==> src/rtl/cp0_irq_ctrl.sv <==
// Coprocessor-0 interrupt controller: per-line edge capture, mask, fixed priority, CAUSE, EXL guard.
// Optional build macro CP0_VECTORED_IRQ_EN: interrupt target is EHBR + (id << VEC_SHIFT).
module cp0_irq_ctrl #(
  parameter int          IRQ_NUM    = 4,
  parameter logic [31:0] EHBR_RESET = 32'h20,
  parameter int          VEC_SHIFT  = 3
) (
  input  logic               clk,
  input  logic               rst_n,
  input  logic [1:0]         oper,
  input  logic [4:0]         addr_r,
  output logic [31:0]        data_r,
  input  logic [4:0]         addr_w,
  input  logic [31:0]        data_w,
  input  logic               ir_en,
  input  logic [IRQ_NUM-1:0] ir_in,
  input  logic [31:0]        ret_addr,
  output logic               jump_en,
  output logic [31:0]        jump_addr,
  output logic               irout
);

`ifdef CP0_VECTORED_IRQ_EN
  localparam bit VECTORED = 1'b1;
`else
  localparam bit VECTORED = 1'b0;
`endif

  localparam logic [1:0] OP_STORE = 2'd1;
  localparam logic [1:0] OP_ERET  = 2'd2;

  logic               ie, exl;
  logic [31:0]        ehbr, epc;
  logic [3:0]         cause_id;
  logic [IRQ_NUM-1:0] pending, mask, prev;
  logic [31:0]        scratch [5:31];

  logic [IRQ_NUM-1:0] masked, edge_set, pending_nxt;
  logic [3:0]         id;
  logic               ir, eret, store;
  logic [31:0]        vec_off;

  assign masked   = pending & mask;
  assign edge_set = ir_in & ~prev;
  assign ir       = ir_en & ie & ~exl & (|masked);
  assign eret     = (oper == OP_ERET) & ~ir;
  assign store    = (oper == OP_STORE) & ~ir;
  assign irout    = ~exl;

  // Fixed priority: lowest index wins, so scan downward and let the last hit stand.
  always_comb begin
    id = 4'd0;
    for (int i = IRQ_NUM - 1; i >= 0; i--) begin
      if (masked[i]) id = i[3:0];
    end
  end

  assign vec_off = VECTORED ? ({28'd0, id} << VEC_SHIFT) : 32'd0;

  always_comb begin
    jump_en   = 1'b0;
    jump_addr = ehbr;
    if (ir) begin
      jump_en   = 1'b1;
      jump_addr = ehbr + vec_off;
    end else if (eret) begin
      jump_en   = 1'b1;
      jump_addr = epc;
    end
  end

  // A fresh edge beats both the W1C clear and the entry clear on the same line.
  always_comb begin
    pending_nxt = pending;
    if (store && addr_w == 5'd3) pending_nxt = pending_nxt & ~data_w[IRQ_NUM-1:0];
    if (ir) pending_nxt[id] = 1'b0;
    pending_nxt = pending_nxt | edge_set;
  end

  always_comb begin
    data_r = 32'd0;
    case (addr_r)
      5'd0: data_r[1:0] = {exl, ie};
      5'd1: data_r = ehbr;
      5'd2: data_r = epc;
      5'd3: begin
        data_r[IRQ_NUM-1:0] = pending;
        data_r[19:16]       = cause_id;
      end
      5'd4: data_r[IRQ_NUM-1:0] = mask;
      default: data_r = scratch[addr_r];
    endcase
  end

  always_ff @(posedge clk or negedge rst_n) begin
    if (!rst_n) begin
      ie       <= 1'b1;
      exl      <= 1'b0;
      ehbr     <= EHBR_RESET;
      epc      <= 32'd0;
      cause_id <= 4'd0;
      pending  <= '0;
      mask     <= '1;
      prev     <= '0;
      for (int i = 5; i < 32; i++) scratch[i] <= 32'd0;
    end else begin
      prev    <= ir_in;
      pending <= pending_nxt;
      if (ir) begin
        epc      <= ret_addr;
        exl      <= 1'b1;
        cause_id <= id;
      end else begin
        if (store) begin
          case (addr_w)
            5'd0: {exl, ie} <= data_w[1:0];
            5'd1: ehbr <= data_w;
            5'd2: epc <= data_w;
            5'd3: ;
            5'd4: mask <= data_w[IRQ_NUM-1:0];
            default: scratch[addr_w] <= data_w;
          endcase
        end
        if (eret) exl <= 1'b0;
      end
    end
  end

endmodule

==> config.mk <==
export PLATFORM = sky130hd
export DESIGN_NAME = cp0_irq_ctrl
export DESIGN_NICKNAME = d
export VERILOG_FILES = /design/src/rtl/cp0_irq_ctrl.sv
export SDC_FILE = /design/constraint.sdc
export NUM_CORES = 1
export LEC_CHECK = 0
export ABC_AREA = 0
export CORE_ASPECT_RATIO = 0.8
export CORE_MARGIN = 2
export CORE_UTILIZATION = 35
export DETAILED_ROUTE_END_ITERATION = 8
export PLACE_DENSITY = 0.6
export SLEW_MARGIN = 20
export SYNTH_ARGS = -nofsm -noshare
export SYNTH_HDL_FRONTEND = slang
export SYNTH_SLANG_ARGS = --single-unit
==> constraint.sdc <==
create_clock -name clk -period 3.3 [get_ports clk]
set_clock_uncertainty 0.2 [all_clocks]
set_input_delay 0.66 -clock clk [delete_from_list [all_inputs] [get_ports clk]]
set_output_delay 0.66 -clock clk [all_outputs]
set_load 0.005 [all_outputs]
== Yosys cells after proc, flatten, opt, wreduce, memory -nomap -nowiden ==
Index checks and enable logic that the tools add are counted.

* Bits in registers: 946
* Output and inout port bits: 66

* $lt $le $gt $ge: 5
* Equal/unequal tests: 10
* Mux-type cells: 30
* Bitwise gates (word level): 18
* Reduce and logical (&&, ||, !) cells: 19

{| class="wikitable"
|+ Operators by type and width
! kind !! number
|-
| 864-bit bitwise mux || 1
|-
| 32-bit 2-to-1 mux || 8
|-
| 32-bit binary-select mux with 5-bit select || 1
|-
| 32-bit demux with 5-bit select || 1
|-
| 12-bit case mux with 3 select lines || 2
|-
| 5-bit by 2-bit equality test with 1-bit output, second input constant || 4
|-
| 4-bit 2-to-1 mux || 5
|-
| 2-bit case mux with 5 select lines || 2
|-
| 4-bit AND || 4
|-
| 4-bit case mux with 4 select lines || 1
|-
| 6-bit greater-or-equal comparator, second input constant || 2
|-
| 4-bit inverter || 3
|-
| 5-bit inverter with 6-bit output || 2
|-
| 3-bit AND reduction || 4
|-
| 5-bit by 1-bit equality test with 1-bit output, second input constant || 2
|-
| 5-bit by 3-bit equality test with 1-bit output, second input constant || 2
|-
| 5-bit logical NOT || 2
|-
| 1-bit 2-to-1 mux || 7
|-
| 6-bit by 1-bit less-than comparator with 1-bit output, second input constant || 1
|-
| 3-bit nonzero test || 2
|-
| 1-bit AND || 5
|-
| 5-bit OR reduction || 1
|-
| 4-bit by 1-bit greater-or-equal comparator with 1-bit output, second input constant || 1
|-
| 4-bit by 3-bit less-than comparator with 1-bit output, second input constant || 1
|-
| other kinds (12) || 18
|}

== Logic depth before layout (Yosys ltp) ==
* Depth after elaboration: 13
* Gate-level depth with buffers: 8

== Least setup slack after synthesis ==
No wires, ideal clock.

* Path type: in2out
* Start: input port addr_r[0]
* End: output port data_r[25]
* Arrival time: 2.363 ns
* Required time: 2.440 ns
* Setup slack: 0.077 ns
* Stages on the path: 7
* Buffers on the path: 3
* Path through: buf_2 buf_2 buf_2 mux4_2 mux2_2 nand2_1 a22oi_1

* Cells in the longest elaborated chain, start to end: 5

{| class="wikitable"
|+ Ends and longest elaborated chain
! what !! line !! RTL
|-
| start: declaration || 11 || <nowiki>input logic [4:0] addr_r,</nowiki>
|-
| 5-bit inverter with 6-bit output (not written as such) || 91 || <nowiki>default: data_r = scratch[addr_r];</nowiki>
|-
| 32-bit binary-select mux with 5-bit select || 91 ||
|-
| 32-bit 2-to-1 mux (not written as such) (2 in series) || 91 ||
|-
| 12-bit case mux with 3 select lines * || 82 || <nowiki>case (addr_r)</nowiki>
|-
| end: declaration || 12 || <nowiki>output logic [31:0] data_r,</nowiki>
|}

Every way passes the cells marked *; elsewhere a longest branch is shown, timed or not. The select of a mux whose other input is x is not followed.

== Worst setup path in the final report ==
* Start: input port addr_r[0]
* End: output port data_r[16]

* Cells in the longest elaborated chain, start to end: 5

{| class="wikitable"
|+ Ends and longest elaborated chain
! what !! line
|-
| 5-bit inverter with 6-bit output (not written as such) || 91
|-
| 32-bit binary-select mux with 5-bit select || 91
|-
| 32-bit 2-to-1 mux (not written as such) (2 in series) || 91
|-
| 4-bit case mux with 4 select lines * || 82
|}

Marks and branches as above.

==> flow_metrics.env <==
export IMPL_final_common_cell="mux2_2"
export IMPL_clkSlewWorstSetupHoldPaths_ns=0.06
export IMPL_overflow=0
export IMPL_hold_viol=0
export IMPL_avgRoutedWirePerCell_um=26.6
export IMPL_total_power_w=0.0308
export IMPL_fin_tns_setup_ns=-0.857
export IMPL_placementRows=116
export IMPL_synth_fp_nets=3041
export IMPL_worstSetupPathType="input port to output pin"
export IMPL_worstHoldPathCells=1
export IMPL_grt_pass1_wl_mm=200
export IMPL_layout_common_cells="mux2_2 (945), dfrtp_1 (935), buf_4 (272)"
export IMPL_ys_seq_elements=944
export IMPL_grt_setup_unrepaired="yes"
export IMPL_grt_pass1_vias=28532
export IMPL_drt_iter0_markers=1991
export IMPL_drc=0
export IMPL_finalSetupViolCount=20
export IMPL_violations="setup timing"
export IMPL_pin_count=149
export IMPL_arrival_ns=2.54
export IMPL_fin_crit_sh_pct=103
export IMPL_numCtsBuffers=101
export IMPL_grt_max_degree=102
export IMPL_netlist_area_sq_um=44200
export IMPL_path_max_fanout=7
export IMPL_peakVddDrop_uv=370
export IMPL_clock_sinks=944
export IMPL_dpl_worst_slack_ns=-0.711
export IMPL_synth_avg_cell_area_sq_um=14.9
export IMPL_drive_gt1_share_pct=56.4
export IMPL_reg2regPathDepth=7
export IMPL_worstSetupEndpointType="output pin"
export IMPL_postRouteAntennaNets=0
export IMPL_die_h_um=322
export IMPL_layout_setup_ws_ns=-0.0977
export IMPL_final_nets=3401
export IMPL_p_per_area_nw_per_um2=557
export IMPL_dpl_hpwl_mm=84.3
export IMPL_required_ns=2.44
export IMPL_cap_violations=0
export IMPL_slew_headroom_pct=31.5
export IMPL_htree_levels=3
export IMPL_whs_ns=0.286
export IMPL_cts_tree="done"
export IMPL_clockRootBuffer="clkbuf_16"
export IMPL_die_x_um=401
export IMPL_initial_core_util_pct=35.3
export IMPL_dr_pass1_iters=5
export IMPL_synth_cell_types=49
export IMPL_fp_dieArea_sq_um=129000
export IMPL_yosysSeqAreaShare_pct=53.5
export IMPL_async_flop_share_pct=100
export IMPL_vias=27581
export IMPL_syn_inst=2958
export IMPL_finalWirelength_mm=135
export IMPL_finalCriticalPeriod_ns=3.40
export IMPL_worst_slew_pin_slew_ns=1.02
export IMPL_ys_flop_type="dfrtp_1"
export IMPL_grt_usage_pct=20.8
export IMPL_slew_violations=0
export IMPL_avgViaCountPerCell=5.46
export IMPL_status="finished with violations"
export IMPL_core_area_sq_um=125000
export IMPL_yosys_warnings=0
export IMPL_antenna_found_initial=7
export IMPL_clkLatencyLatePin_ns=0.70
export IMPL_final_core_util_pct=44.2
export IMPL_syn2layout_area_growth_pct=25.1
export IMPL_fmax_mhz=294
export IMPL_synth_edf_count=0
export IMPL_hold_class="flop to flop"
export IMPL_port_buffer_count=148
export IMPL_start_kind="input port"
export IMPL_gp_congestion=0.797
export IMPL_p_leak_nw=26.0
export IMPL_cts_max_path_buffers=3
==> per-stage QoR <==
step	std cells	cell area (sq um)
finish	5050	55300
global route	5048	55200
CTS	5044	55000
detailed placement	4776	49800
global placement	4776	49800
floorplan	2958	44200
==> synth_stat cells, types with 5 or more instances <==
| master | count | area [sq um] |
|---|---|---|
| buf_1 | 16 | 60.1 |
| a222oi_1 | 5 | 50.1 |
| a31oi_1 | 6 | 37.5 |
| mux2i_1 | 124 | 1240 |
| a32o_1 | 5 | 50.1 |
| and3b_1 | 5 | 43.8 |
| dfrtp_1 | 938 | 23500 |
| mux2_4 | 5 | 75.1 |
| nand4_1 | 9 | 56.3 |
| mux4_2 | 167 | 3760 |
| nor2b_1 | 26 | 163 |
| nand4_4 | 6 | 128 |
| nor2_1 | 45 | 169 |
| clkbuf_1 | 143 | 537 |
| a21oi_1 | 54 | 270 |
| o32ai_1 | 7 | 61.3 |
| buf_6 | 16 | 180 |
| buf_4 | 22 | 165 |
| a221oi_1 | 39 | 342 |
| nand2_1 | 43 | 161 |
| mux2_2 | 977 | 11000 |
| dfstp_2 | 6 | 158 |
| a22o_1 | 55 | 482 |
| nand3_1 | 18 | 90.1 |
| inv_1 | 6 | 22.5 |
| a211oi_1 | 21 | 158 |
| mux2_1 | 14 | 158 |
| a22oi_1 | 29 | 218 |
| buf_2 | 110 | 551 |
==> final timing paths <==
kind                                   start      endpoint  slack [ns]
worst max-delay path               addr_r[0]    data_r[16]        -0.1
min in group asynchronous              rst_n  scratch[417]        0.32
worst max register to register    pending[1]    pending[0]        0.50
worst min register to register  scratch[789]  scratch[789]        0.29
max in group asynchronous              rst_n  scratch[654]        1.58
worst min-delay path            scratch[789]  scratch[789]        0.29
==> report_power, final <==
part / internal (W) / switching, W / total, W
Sequential: 0.0132 / 0.000947 / 0.0142
Combinational: 0.00301 / 0.00218 / 0.00519
Clock: 0.00663 / 0.00479 / 0.0114
Total: 0.0229 / 0.00791 / 0.0308
==> registers in the layout, indices dropped and copies added (netlist names) <==
| signal | cells |
|---|---|
| epc | 32 |
| ie | 1 |
| cause_id | 2 |
| exl | 1 |
| mask | 4 |
| ehbr | 32 |
| pending | 4 |
| scratch | 864 |
| prev | 4 |
==> cells by family after synthesis <==
| logic type | Yosys count | share of synthesized area [%] |
|---|---|---|
| buffers and inverters | 314 | 3.44 |
| AND/OR/NAND/NOR | 178 | 2.29 |
| flip-flops | 944 | 53.5 |
| AO/OA/AOI/OAI | 235 | 4.02 |
| multiplexers | 1287 | 36.8 |
==> repair_timing <==
item	in CTS	in global routing
buffers inserted	77	11
pin swaps	64	37
hold buffers	1	0
gates resized for setup	451	50
setup endpoints to repair	65	61
cloned	15	0
endpoints found under the hold margin	17	0
==> worst max-delay path, cell delays in order <==
cell and delay (ns):
buf_16 0.14, buf_4 0.15, buf_16 0.14, mux4_2 0.49, mux2i_1 0.16, nor2_1 0.06, or4_4 0.58, buf_6 0.14
==> per-layer routing <==
| layer | part of all wire, % | vias to the layer above | track usage [%] |
|---|---|---|---|
| met5 | 0.049 | - | 0 |
| met4 | 2.0 | 10 | 4.54 |
| met3 | 5.5 | 163 | 4.48 |
| met2 | 46 | 595 | 32.9 |
| met1 | 46 | 15036 | 29.4 |
| li1 | - | 11777 | - |
==> final cells by class <==
class,instances,area [sq um]
antenna,2,5.00
clock buffer,163,3090
clock inverter,18,250
fill,11172,69900
inverter,7,26.3
multi-input combinational,1700,19900
sequential,944,23600
tap,1652,2070
timing repair buffer,564,6260
(Power assumes the default switching activity.)
==> variant 1: new RTL, same settings <==
Register the input `data_w` before use, cleared by the reset. The logic sees it one clock later. The other inputs are not delayed to match.
--- a/src/rtl/cp0_irq_ctrl.sv
+++ b/src/rtl/cp0_irq_ctrl.sv
@@ -30,2 +30,12 @@
   localparam logic [1:0] OP_ERET  = 2'd2;
+
+  logic [31:0] data_w_q;
+
+  always_ff @(posedge clk or negedge rst_n) begin
+    if (!rst_n) begin
+      data_w_q <= '0;
+    end else begin
+      data_w_q <= data_w;
+    end
+  end
 
@@ -74,3 +84,3 @@
     pending_nxt = pending;
-    if (store && addr_w == 5'd3) pending_nxt = pending_nxt & ~data_w[IRQ_NUM-1:0];
+    if (store && addr_w == 5'd3) pending_nxt = pending_nxt & ~data_w_q[IRQ_NUM-1:0];
     if (ir) pending_nxt[id] = 1'b0;
@@ -115,8 +125,8 @@
           case (addr_w)
-            5'd0: {exl, ie} <= data_w[1:0];
-            5'd1: ehbr <= data_w;
-            5'd2: epc <= data_w;
+            5'd0: {exl, ie} <= data_w_q[1:0];
+            5'd1: ehbr <= data_w_q;
+            5'd2: epc <= data_w_q;
             5'd3: ;
-            5'd4: mask <= data_w[IRQ_NUM-1:0];
-            default: scratch[addr_w] <= data_w;
+            5'd4: mask <= data_w_q[IRQ_NUM-1:0];
+            default: scratch[addr_w] <= data_w_q;
           endcase
Check against the original RTL: not settled (the Yosys comparison gave no result); the edit may change what the design does.
==> variant 1 against the original RTL <==
Die area grew 2.2%; largest cell class unchanged; area after synthesis up 2.2%; total power increased by 2.4%; critical path depth is the same; wire length is 5.0% higher; worst setup slack lost 0.047 ns; the flow still finishes with violations (setup timing); design area is 2.5% higher; sequential cell count up 32; critical endpoint is now jump_addr[11].
==> variant 1: results (changes against the original RTL) <==
[status]
status=complete, but fails checks
violations=setup timing

[synthesis]
synth_area_per_cell_sq_um=15.2  ; +1.6%
synth_commonest_cells=dfrtp_1 (970), mux2_2 (912), mux4_2 (178)
ys_types=65  ; +33%
seq_area_frac_synth=0.541  ; +0.00629
synth_nets=3059  ; +0.59%
yosys-top-cells-area=dfrtp_1 (54%), mux2_2 (23%), mux4_2 (8.9%)
ys_warn_count=0  ; unchanged

[routing]
met2_length_um=63400  ; +1.8%
wl_met3_um=7600  ; +2.9%
routed_wl_um=141000  ; +5.0%
drt_iter0_drc=2228  ; +12%
wl_met1_um=65500  ; +5.5%
avgViaCountPerCell=5.44  ; -0.35%

[worst_setup_path]
critical_path.max_fanout=5  ; -2
cp-endpoint=jump_addr[11]
critPathSlowestCell=dfrtp_1
crit_start=pending[1]
r2r_slack_ns=0.63  ; +0.13 ns
critPathTopFamily=buffers and inverters
worst_path_largest_cell_delay_ns=0.40  ; -0.18 ns
r2r_cells=6  ; -1
r2r-end=scratch[316]
cp.arrival_ns=2.58  ; +0.04 ns

[placement]
placed_area_sq_um=50900  ; +2.3%
dp.cells=4851  ; +1.6%
place_congestion=0.811  ; +1.8%
io_buffers=148  ; unchanged
post-place-ws_ns=-0.753  ; -0.0419 ns
place_hpwl_um=86400  ; +2.5%

[global_routing]
gr-usage-met3=0.0392  ; -0.00560
grt.total_usage=0.214  ; +0.00568
grt_max_degree=94  ; -7.8%
grt_pass1_wl_um=207000  ; +3.3%
grt_pass1_vias=29000  ; +1.8%
antenna_found_initial=2  ; -5
gr-usage-met2=0.322  ; -0.00653
grtUsageMet1=0.310  ; +0.0162

[timing]
fin_ws_ns=-0.145  ; -0.0472 ns
finalSetupTns_ns=-2.30  ; -1.44 ns
setup_viol=36  ; +80%
relSlewSlack=0.240  ; -0.0742

[clocking]
numCtsBuffers=103  ; +2.0%

[power]
p_leak_nw=26.5  ; +2.2%
vdd_drop_max_v=0.000379  ; +2.4%

[cells_and_area]
final_cell_count_no_fill=5155  ; +2.1%
nNetsFinal=3427  ; +0.76%
fillers=11300  ; +1.5%
area_growth_pct=25.5
layout-drive-gt1-share=0.567  ; +0.00274

[min_path]
holdCritPathClass=in2reg

## variant 1: cell count changes in the layout (fill, tap and decap cells not counted), moves of 17 or more
cell | unedited run | this run
mux2_2 | 945 | 885
dfrtp_1 | 935 | 966
mux2_4 | 37 | 103
a22o_1 | 51 | 34
o21ai_0 | 3 | 35
buf_12 | 94 | 111
nor2_1 | 43 | 10
a221oi_2 | 26 | 6
buf_6 | 46 | 80
mux2i_1 | 113 | 96
a21oi_1 | 49 | 6
buf_4 | 272 | 224
nand2_1 | 36 | 73
## variant 1: cells by family after synthesis
group | after synthesis | synth area share
AO/OA/AOI/OAI | 182 | 0.0312
AND/OR/NAND/NOR | 241 | 0.0289
buffers and inverters | 304 | 0.0332
multiplexers | 1273 | 0.365
flip-flops | 976 | 0.541
## variant 1: how the worst min path moves through the flow
stage	startpoint	to	slack, ns	cells after the start
final	data_w[6]	data_w_q[6]	0.19	1
after global routing	data_w[0]	data_w_q[0]	0.15	1
after CTS	data_w[30]	data_w_q[30]	0.14	1
after detailed placement	scratch[522]	scratch[522]	0.27	1
after global placement	scratch[522]	scratch[522]	0.26	1
after floorplan	rst_n	cause_id[0]	0.16	0
## variant 1: power by group
group / total, mW / internal, mW / switching (mW)
clock network: 11.8 / 6.83 / 5.02
logic: 4.89 / 2.98 / 1.92
registers: 14.8 / 13.6 / 1.17
## variant 1: layout make-up
cell class                      instances  share of cell area
Clock inverter                         25             0.00526
Clock buffer                          165              0.0555
Multi-Input combinational cell       1696               0.356
Antenna cell                            1           0.0000442
Timing Repair Buffer                  557               0.113
Inverter                               10            0.000751
Tap cell                             1725              0.0381
Sequential cell                       976               0.431
## variant 1: repair_timing
action,CTS,global route
buffers inserted,96,29
hold endpoints to repair,35,0
resized for setup,500,76
endpoints found under the setup margin,65,62
gates cloned,13,0
pin swaps,73,47
hold buffers,1,0
==> variant 2: new RTL, same flow settings <==
Made on the original files. Set the parameter `IRQ_NUM` to 2 (it was 4).
--- a/src/rtl/cp0_irq_ctrl.sv
+++ b/src/rtl/cp0_irq_ctrl.sv
@@ -3,3 +3,3 @@
 module cp0_irq_ctrl #(
-  parameter int          IRQ_NUM    = 4,
+  parameter int          IRQ_NUM    = 2,
   parameter logic [31:0] EHBR_RESET = 32'h20,
Interface: changed (resized ir_in); port bits go from 149 to 147. No check against the original RTL was run, so the function may have changed too.
==> variant 2 against the original RTL <==
The flow still finishes with violations (setup timing); non-clock buffer count increased by 25; wire length increased by 3.8%; die area decreased by 2.1%; area after synthesis decreased by 2.2%; combinational power decreased by 6.9%; register-to-register slack improved by 0.02 ns; clock power decreased by 6%; sequential cell count decreased by 7; total power decreased by 4.1%; worst setup slack got worse by 0.19 ns; design area decreased by 1.4%; final cell count decreased by 2.0%; global-route usage increased by 1.3 points.
==> variant 2: results (changes against the original RTL) <==
[worst_setup_path]
critical_path.max_fanout=4  ; -3
critPathSlowestCell=dfstp_2
worst_path_largest_cell_delay_ns=0.54  ; -0.04 ns
cp.arrival_ns=2.73  ; +0.19 ns
r2r_slack_ns=0.52  ; +0.02 ns

[timing]
setup_viol=45  ; +130%
fin_ws_ns=-0.286  ; -0.188 ns
finalSetupTns_ns=-7.32  ; -6.47 ns

[synthesis]
ys_types=52  ; +6.1%
synth_nets=2928  ; -3.7%
seq_area_frac_synth=0.543  ; +0.00771

[placement]
placed_area_sq_um=49500  ; -0.55%
place_hpwl_um=87700  ; +4.0%
place_congestion=0.866  ; +8.7%

[routing]
routed_wl_um=140000  ; +3.8%
avgViaCountPerCell=5.61  ; +2.7%
drt_iter0_drc=2244  ; +13%

[status]
status=complete, but fails checks
violations=setup timing

[global_routing]
grt_pass1_wl_um=206000  ; +2.7%
antenna_found_initial=8  ; +1
grt_pass1_vias=28500  ; -0.067%

[power]
p_leak_nw=25.6  ; -1.4%

[clocking]
numCtsBuffers=91  ; -9.9%

[min_path]
hold_path_startpoint=scratch[447]

variant 2: cell count changes after synthesis, sizes merged, moves of 9 or more:
cell and delta:
mux2i -63, a21oi -52, a221o +42, nor2 -35, a31oi +21, buf -18, nor2b +16, a211oi -14
a22oi -14, mux4 +13, nand4 +12, nand2 +10, nand3 -10, mux2 -9
variant 2: cells by family (layout without fill, tap and decap cells):
logic type      after synthesis  count (layout)  share of synthesized area
other cells                   0               2                          0
flops                       937             937                      0.543
compound gates              215             215                     0.0412
simple gates                168             168                     0.0212
mux                        1228            1228                      0.365
buf+inv                     299             761                     0.0299
variant 2: how the worst max path moves through the flow:
| stage | startpoint | endpoint | slack (ns) | cells past startpoint |
|---|---|---|---|---|
| final | ie | jump_addr[28] | -0.29 | 8 |
| after floorplan | addr_r[0] | data_r[22] | 0.18 | 6 |
| after global placement | addr_r[0] | data_r[9] | -0.84 | 9 |
| after detailed placement | addr_r[0] | data_r[9] | -0.83 | 9 |
| after CTS | ie | jump_addr[28] | -0.29 | 8 |
| after global routing | ie | jump_addr[28] | -0.32 | 8 |
variant 2: stage by stage:
stage | setup slack [ns] | std cells | util
2_1_floorplan | 0.183 | 2847 | -
3_3_place_gp | -0.839 | 4698 | 0.403
3_5_place_dp | -0.832 | 4698 | 0.403
4_1_cts | -0.290 | 4938 | 0.441
5_1_grt | -0.322 | 4949 | 0.444
6_report | -0.286 | 4949 | 0.444
variant 2: final cells by class:
cell class              count  area (sq um)
inverters                   5          18.8
clock buffers             138          2670
repair buffers            589          6760
diodes                      2          5.00
multi-input cells        1611         19200
fillers                 11000         68200
clock inverters            29           338
well taps                1638          2050
flip-flops and latches    937         23500
variant 2: report_power, final:
group          internal (mW)  leakage (nW)  switching, mW
Clock                   6.06          1.48           4.69
Sequential              13.0          12.5          0.902
Combinational           2.83          11.7           2.01
variant 2: critical path, delay by kind of cell (launching register included):
family / cells / cell delay (ns)
mux: 1 / 0.31
buf+inv: 4 / 0.54
compound gates: 1 / 0.24
flops: 1 / 0.54
simple gates: 2 / 0.41
variant 2: per-layer routing:
metal | part of all wire | vias up | track usage
li1 | - | 11500 | -
met1 | 0.48 | 15200 | 0.338
met2 | 0.43 | 909 | 0.316
met3 | 0.073 | 162 | 0.0524
met4 | 0.020 | 6 | 0.0461
met5 | 0.00024 | - | 0
variant 2: timing repair:
action	in CTS	in global routing
hold buffers	1	0
endpoints found under the hold margin	28	0
setup endpoints to repair	65	61
resized for setup	433	75
pin swaps	50	45
cloned	15	1
buffers inserted	67	13
